==> config.mk <==
export PLATFORM = sky130hd
export DESIGN_NAME = o_row_writer
export DESIGN_NICKNAME = d
export VERILOG_FILES = /design/src/rtl/o_row_writer_pkg.sv /design/src/rtl/o_row_beat_mux.sv /design/src/rtl/o_row_writer.sv
export SDC_FILE = /design/constraint.sdc
export NUM_CORES = 1
export LEC_CHECK = 0
export CAP_MARGIN = 20
export CORE_MARGIN = 3
export CORE_UTILIZATION = 46
export CTS_CLUSTER_DIAMETER = 100
export DETAILED_ROUTE_END_ITERATION = 7
export HOLD_SLACK_MARGIN = 0.08
export PLACE_DENSITY = 0.9
export SKIP_CTS_REPAIR_TIMING = 1
export SYNTH_ARGS = -nofsm -noshare
export SYNTH_HDL_FRONTEND = slang
export SYNTH_SLANG_ARGS = --single-unit
==> constraint.sdc <==
create_clock -name clk -period 3.1 [get_ports clk]
set_clock_uncertainty 0.2 [all_clocks]
set_input_delay 0.465 -clock clk [delete_from_list [all_inputs] [get_ports clk]]
set_output_delay 0.465 -clock clk [all_outputs]
set_load 0.01 [all_outputs]
==> src/rtl/o_row_writer_pkg.sv <==
// Shared types for the O-row writer: full output row and one LANES-wide write beat.
// Latency: n/a (types only).
// Backpressure: n/a.
`ifndef MAX_EMBEDDING_DIM
`define MAX_EMBEDDING_DIM 8
`endif
`ifndef INTEGER_WIDTH
`define INTEGER_WIDTH 16
`endif

package o_row_writer_pkg;

    localparam int O_VEC_LEN = `MAX_EMBEDDING_DIM;
    localparam int O_DATA_W  = `INTEGER_WIDTH;
    localparam int O_LANES   = 4;

    typedef logic [O_VEC_LEN-1:0][O_DATA_W-1:0] O_VECTOR_T;
    typedef logic [O_LANES-1:0][O_DATA_W-1:0]   O_BEAT_T;

    typedef enum logic {
        ST_IDLE = 1'b0,
        ST_SEND = 1'b1
    } o_wr_state_e;

    // Counter width for a modulo-n counter, never narrower than one bit.
    function automatic int cnt_width(input int n);
        return (n > 1) ? $clog2(n) : 1;
    endfunction

endpackage

==> src/rtl/o_row_beat_mux.sv <==
// Selects beat beat_sel of a buffered row; element beat_sel*LANES lands in the low lanes.
// Latency: combinational.
// Backpressure: none; the caller holds beat_sel and the row while a beat stalls.
module o_row_beat_mux #(
    parameter int VEC_LEN    = 8,
    parameter int DATA_WIDTH = 16,
    parameter int LANES      = 4,
    parameter int BW         = 1
) (
    input  logic [VEC_LEN/LANES-1:0][LANES*DATA_WIDTH-1:0] row,
    input  logic [BW-1:0]                                  beat_sel,
    output logic [LANES*DATA_WIDTH-1:0]                    beat_dat
);

    // Viewing the row as BEATS packed beats makes element order fall out of the bit layout.
    assign beat_dat = row[beat_sel];

endmodule

==> src/rtl/o_row_writer.sv <==
// Buffers one O row and streams it as LANES-wide beats with addresses; pulses tile_done per NUM_ROWS rows.
// Latency: first beat the cycle after acceptance, BEATS cycles per row, zero bubble between rows.
// Backpressure: beats hold while rdy_in is low; rdy_out only on idle or last-beat transfer. Macro AURA_O_WRITER_PERF_EN adds stall_cycles.
module o_row_writer
    import o_row_writer_pkg::*;
#(
    parameter int VEC_LEN    = O_VEC_LEN,
    parameter int DATA_WIDTH = O_DATA_W,
    parameter int LANES      = O_LANES,
    parameter int NUM_ROWS   = 64,
    parameter int ADDR_WIDTH = 16
) (
    input  logic                        clk,
    input  logic                        rst,
    input  logic                        vld_in,
    output logic                        rdy_out,
    input  O_VECTOR_T                   vec_in,
    input  logic [ADDR_WIDTH-1:0]       base_addr,
    output logic                        vld_out,
    input  logic                        rdy_in,
    output logic [ADDR_WIDTH-1:0]       wr_addr,
    output logic [LANES*DATA_WIDTH-1:0] wr_data,
    output logic                        tile_done
`ifdef AURA_O_WRITER_PERF_EN
    ,
    output logic [31:0]                 stall_cycles
`endif
);

    localparam int BEATS = VEC_LEN / LANES;
    localparam int BW    = cnt_width(BEATS);
    localparam int RW    = cnt_width(NUM_ROWS);
    localparam logic [BW-1:0]         LAST_BEAT = BW'(BEATS - 1);
    localparam logic [RW-1:0]         LAST_ROW  = RW'(NUM_ROWS - 1);
    localparam logic [ADDR_WIDTH-1:0] BEATS_A   = ADDR_WIDTH'(BEATS);

    if (VEC_LEN % LANES != 0) begin : g_bad_lanes
        $error("o_row_writer: VEC_LEN must be a multiple of LANES");
    end
    if (VEC_LEN * DATA_WIDTH != $bits(O_VECTOR_T)) begin : g_bad_vec
        $error("o_row_writer: VEC_LEN*DATA_WIDTH must match O_VECTOR_T");
    end

    o_wr_state_e                          state_q, state_d;
    logic [BW-1:0]                        beat_cnt_q;
    logic [RW-1:0]                        row_cnt_q, row_cnt_d;
    logic [ADDR_WIDTH-1:0]                tile_base_q;
    logic [VEC_LEN-1:0][DATA_WIDTH-1:0]   row_buf_q;
    logic                                 last_beat, xfer, last_xfer, accept;

    assign last_beat = (beat_cnt_q == LAST_BEAT);
    assign xfer      = vld_out && rdy_in;
    assign last_xfer = xfer && last_beat;
    assign accept    = vld_in && rdy_out;

    always_comb begin
        state_d = state_q;
        rdy_out = 1'b0;
        vld_out = 1'b0;
        case (state_q)
            ST_IDLE: begin
                rdy_out = 1'b1;
                if (vld_in) state_d = ST_SEND;
            end
            ST_SEND: begin
                vld_out = 1'b1;
                if (rdy_in && last_beat) begin
                    rdy_out = 1'b1;
                    state_d = vld_in ? ST_SEND : ST_IDLE;
                end
            end
            default: state_d = ST_IDLE;
        endcase
    end

    always_ff @(posedge clk) begin
        if (rst) state_q <= ST_IDLE;
        else     state_q <= state_d;
    end

    // A row accepted on the last-beat cycle belongs to the post-increment row index.
    always_comb begin
        row_cnt_d = row_cnt_q;
        if (last_xfer) row_cnt_d = (row_cnt_q == LAST_ROW) ? '0 : row_cnt_q + 1'b1;
    end

    always_ff @(posedge clk) begin
        if (rst) begin
            beat_cnt_q  <= '0;
            row_cnt_q   <= '0;
            tile_base_q <= '0;
            row_buf_q   <= '0;
            tile_done   <= 1'b0;
        end else begin
            row_cnt_q <= row_cnt_d;
            tile_done <= last_xfer && (row_cnt_q == LAST_ROW);
            if (accept) begin
                row_buf_q  <= vec_in;
                beat_cnt_q <= '0;
                if (row_cnt_d == '0) tile_base_q <= base_addr;
            end else if (last_xfer) begin
                beat_cnt_q <= '0;
            end else if (xfer) begin
                beat_cnt_q <= beat_cnt_q + 1'b1;
            end
        end
    end

    assign wr_addr = tile_base_q + ADDR_WIDTH'(row_cnt_q) * BEATS_A + ADDR_WIDTH'(beat_cnt_q);

    o_row_beat_mux #(
        .VEC_LEN    (VEC_LEN),
        .DATA_WIDTH (DATA_WIDTH),
        .LANES      (LANES),
        .BW         (BW)
    ) u_beat_mux (
        .row      (row_buf_q),
        .beat_sel (beat_cnt_q),
        .beat_dat (wr_data)
    );

`ifdef AURA_O_WRITER_PERF_EN
    always_ff @(posedge clk) begin
        if (rst) begin
            stall_cycles <= '0;
        end else if (accept && (row_cnt_d == '0)) begin
            stall_cycles <= '0;
        end else if (vld_out && !rdy_in && (stall_cycles != 32'hFFFF_FFFF)) begin
            stall_cycles <= stall_cycles + 32'd1;
        end
    end
`endif

endmodule

==> metrics, run 1 <==
Final Net Count 1173; GRT Util Overall 22.1%; fmax 306 MHz; Mapped Area 6740 sq um; Netlist cell types 44; DR pass1 iterations 5; reg2reg setup slack 390 ps; final WL 18.8 mm; Power Density 523 nW/um^2; CTS H-tree lvls 4; Post-synth EDFFs 0; initial antenna violation count 0; Final Max Slew Viols 0; chip height 127 um; final hold violations 0; failing checks setup timing; Tcrit/Tclk final 105%; clock sink total 153; CTS tree done; Clk Latency, worst-skew pair 420 ps; DRT iter0 DRCs 456; Setup crit end kind output pin; first-pass GRT wire length 29.0 mm; Required @ worst endpoint 2430 ps; Post-Syn Instances 812; input/output buffers 230; DPL Wire Length 12.3 mm; Synth area leader dfxtp_1; placer congestion estimate 0.820; final core occ 70.1%; FILL cells 1066; total CTS buffers 17; count leader, synth nand2_1; IO Count 231; Starting Density 47.8%; ys async rst share 0%; Final Critical Period 3260 ps; synthesized flop and latch total 153; critical path arrival 2600 ps; crit path max fanout 4; worst hold path class flip-flop to flip-flop; vias in the first global route 6136; Max Cap Viol 0; Placement Rows 43; Placement Setup Slack -205 ps; Multi-input gate area 3470 sq um; CTS Root Cell clkbuf_16; critical path type flip-flop to output pin; crit start category flip-flop; synth cell count leaders nand2_1, dfxtp_1, a21oi_1; Final WS setup -163 ps; largest net degree at the start of global routing 129; Vias/cell 5.22; static leakage 3.93 nW; Slew @ Worst Pin 762 ps; DR WL/cell 15.6 um; Layout Area Growth over Synthesis 46.6%; storage element area 3070 sq um; Worst-path clk slew 60 ps; Residual DRC 0; GRT overflow 0; setup violators final 4; die area 16100 sq um; yosys warns 0; maximum clock insertion buffer count 2; status finished with violations; post-synth top area share 45.4%; Avg Cell Area, Syn 8.30 sq um; sequential fraction of the synthesis area 45.4%; top_reg_cell synth dfxtp_1; # diodes 0; number of nets with antenna violations after routing 0; Synth area leaders dfxtp_1, nand2_1, mux2_2; DR vias 6301; core area 14100 sq um; fraction of layout cells with a size suffix above 1 12.8%; Slew headroom 49.2%; VDD IR-drop max 0.495 mV; Synth Net Count 969; Die W 127 um; RSZ-0062 raised after global routing true
-- critical path, stage by stage, from the launching register on --
cell	delay (ps)
dfxtp_2	340
ha_4	170
fa_2	390
a21o_1	180
a211o_1	300
a211oi_2	200
buf_4	170
nor3b_1	60
xor2_1	200
buf_2	160
-- layer usage --
layer | GRT usage (%) | wire, um | vias to the layer above
li1 | - | - | 3108
met1 | 24.6 | 7430 | 2984
met2 | 39.4 | 9770 | 179
met3 | 7.57 | 1250 | 30
met4 | 7.51 | 373 | 0
met5 | 0 | 0 | -
-- cells by family after synthesis --
group	after synthesis	share of synthesized area, %
adders and majority gates	9	1.78
xor gates and xnor gates	16	2.08
buffers and inverters	61	3.90
DFF	153	45.4
AOI/OAI and AO/OA	156	12.5
muxes	81	13.2
and+or+nand+nor	336	21.1
-- cell usage in the layout, fill, tap and decap left out, types with 5 or more instances in the layout --
master	netlist	routed
dlymetal6s2s_1	0	7
a21oi_1	136	135
clkbuf_16	0	17
buf_12	0	5
nor2_1	11	11
mux2_2	64	64
dfxtp_1	153	150
bufinv_16	0	5
mux2i_1	17	17
nand2_1	266	265
nand2b_1	32	32
xnor2_1	8	8
xor2_1	8	8
clkdlybuf4s50_1	0	217
ha_1	8	5
buf_4	1	11
nand3_1	7	7
-- final timing paths --
path              cells past startpoint             end      startpoint
setup / recovery                      9     wr_addr[12]  tile_base_q[0]
hold reg to reg                       2   row_buf_q[11]   row_buf_q[11]
hold / removal                        2   row_buf_q[11]   row_buf_q[11]
setup reg to reg                      7  tile_base_q[4]      beat_cnt_q
-- registers in the layout, indices dropped and copies added (netlist names) --
signal	flops
row_buf_q	128
tile_base_q	16
row_cnt_q	6
beat_cnt_q	1
state_q	1
tile_done	1
-- report_power, final --
part,total (mW),internal [mW],switching [mW]
sequential,2.14,2.08,0.0630
clock,2.24,1.45,0.795
combinational,0.785,0.444,0.340
total,5.17,3.97,1.20
-- through the flow --
stage	setup TNS, ps	instance area, sq um	cells	hold WS (ps)	total power, mW
4_1_cts	-5160	9830	1206	251	5.21
2_1_floorplan	0	6740	812	233	2.54
3_5_place_dp	-689	9180	1175	244	2.97
3_3_place_gp	-566	9180	1175	238	2.95
6_report	-487	9880	1208	251	5.17
5_1_grt	-959	9880	1208	271	5.36
-- cell type report --
cell class	count	area share, %
Clock inverter	11	1.99
Multi-Input combinational cell	598	35.1
Sequential cell	153	31.0
Timing Repair Buffer	246	25.1
Tap cell	180	2.28
Clock buffer	20	4.52
Note: power is estimated with default switching activity, not from simulation.
==> run 2: changes to the inputs <==
--- a/config.mk
+++ b/config.mk
@@ -7,11 +7,12 @@
 export LEC_CHECK = 0
 export CAP_MARGIN = 20
 export CORE_MARGIN = 3
-export CORE_UTILIZATION = 46
+export CORE_UTILIZATION = 49
 export CTS_CLUSTER_DIAMETER = 100
 export DETAILED_ROUTE_END_ITERATION = 7
 export HOLD_SLACK_MARGIN = 0.08
-export PLACE_DENSITY = 0.9
+export PLACE_DENSITY = 0.94
+export SETUP_SLACK_MARGIN = 0.1
 export SKIP_CTS_REPAIR_TIMING = 1
 export SYNTH_ARGS = -nofsm -noshare
 export SYNTH_HDL_FRONTEND = slang
==> constraint.sdc (replaced) <==
create_clock -name clk -period 4.05 [get_ports clk]
set_clock_uncertainty 0.2 [all_clocks]
set_input_delay 0.6075 -clock clk [delete_from_list [all_inputs] [get_ports clk]]
set_output_delay 0.6075 -clock clk [all_outputs]
set_load 0.01 [all_outputs]
==> metrics, run 2 (synthesis results as in run 1) <==
IO Count 231; max FFs per register 128; Required @ worst endpoint 3240 ps; Setup crit end kind output pin; critical path arrival 3010 ps; Power Density 397 nW/um^2; DR pass1 iterations 4; CTS Root Cell clkbuf_16; Final Max Slew Viols 0; CTS H-tree lvls 4; Clk Latency, worst-skew pair 410 ps; Residual DRC 0; largest net degree at the start of global routing 111; Die W 123 um; Final Critical Period 3820 ps; Largest regs row_buf_q (128), tile_base_q (16), row_cnt_q (6); Slew headroom 31.4%; chip height 123 um; crit path max fanout 4; met3 Use GR 8.14%; Tcrit/Tclk final 94.3%; clock sink total 153; fmax 262 MHz; critical path type flip-flop to output pin; Reg with most FFs row_buf_q; number of nets with antenna violations after routing 0; VDD IR-drop max 0.302 mV; vias in the first global route 6153; DR vias 6350; RSZ-0062 raised after global routing false; crit start category flip-flop; DPL Wire Length 12.4 mm; status completed; final hold violations 0; Layout Area Growth over Synthesis 44.3%; setup TNS 0 ps; static leakage 3.80 nW; Final Net Count 1167; GRT overflow 0; fraction of layout cells with a size suffix above 1 10.9%; GRT Util Overall 23.9%; input/output buffers 230; maximum clock insertion buffer count 2; Global Route met2 Usage 39.8%; commonest non-fill, non-tap cell in the layout nand2_1; Placement Rows 42; GR Layer Usage met1 27.6%; core area 13300 sq um; final WL 18.2 mm; # diodes 0; worst hold path class flip-flop to flip-flop; commonest cells after routing, fill and taps aside nand2_1, clkdlybuf4s50_1, dfxtp_1; Max Cap Viol 0; CTS tree done; total CTS buffers 17; reg2reg setup slack 950 ps; initial antenna violation count 0; die area 15200 sq um; DRT iter0 DRCs 330; placer congestion estimate 0.825; Worst-path clk slew 60 ps; DR WL/cell 15.1 um; Slew @ Worst Pin 1030 ps; Vias/cell 5.30; first-pass GRT wire length 28.9 mm; hold slack 250 ps; peak-usage layer in the global routing report met2; setup violators final 0; Starting Density 50.5%
==> run 2: cell types whose count changed in the layout (fill, tap and decap cells not counted), sizes merged <==
| cell | before | now |
|---|---|---|
| clkinv | 4 | 2 |
| dlymetal6s2s | 7 | 2 |
| clkinvlp | 2 | 3 |
| buf | 20 | 11 |
| bufinv | 5 | 3 |
| clkdlybuf4s50 | 217 | 227 |
| inv | 0 | 2 |
==> run 2: final timing paths <==
path / startpoint / endpoint / depth (start not counted)
setup reg to reg: beat_cnt_q / tile_base_q[4] / 7
setup / recovery: beat_cnt_q / wr_addr[10] / 8
hold reg to reg: row_buf_q[91] / row_buf_q[91] / 2
hold / removal: row_buf_q[91] / row_buf_q[91] / 2
==> run 2: layout make-up <==
| cell class | count | area (sq um) |
|---|---|---|
| Clock buffer | 22 | 464 |
| Clock inverter | 10 | 141 |
| Fill cell | 965 | 3620 |
| Multi-Input combinational cell | 598 | 3430 |
| Sequential cell | 153 | 3070 |
| Tap cell | 176 | 220 |
| Timing Repair Buffer | 240 | 2400 |
==> run 2: stage by stage <==
step / instance area [sq um] / utilization [%] / setup WS (ps) / instances / total power [mW]
floorplan: 6740 / - / 1130 / 812 / 1.95
global placement: 9110 / 68.3 / 551 / 1167 / 2.25
detailed placement: 9110 / 68.3 / 514 / 1167 / 2.27
CTS: 9720 / 72.8 / 63.5 / 1199 / 3.89
global route: 9730 / 72.9 / 72.5 / 1199 / 4.01
finish: 9730 / 72.9 / 232 / 1199 / 3.86
==> run 2: critical path, cell delays in order (launching register included) <==
cell             delay (ps)
dfxtp_4                 340
ha_1                    230
fa_1                    400
a21o_1                  200
a211o_1                 320
a211oi_2                300
nor3b_1                 110
xor2_1                  140
clkdlybuf4s50_1         550
==> run 2: routing by layer <==
layer	vias to the layer above	wire length (um)
li1	3091	-
met1	2956	7350
met2	247	8720
met3	56	1400
met4	0	686
met5	-	0
==> run 2: power by group <==
part	internal (mW)	leakage (nW)	switching, mW
sequential	1.59	1.26	0.0473
clock	1.00	0.287	0.617
combinational	0.340	2.26	0.258
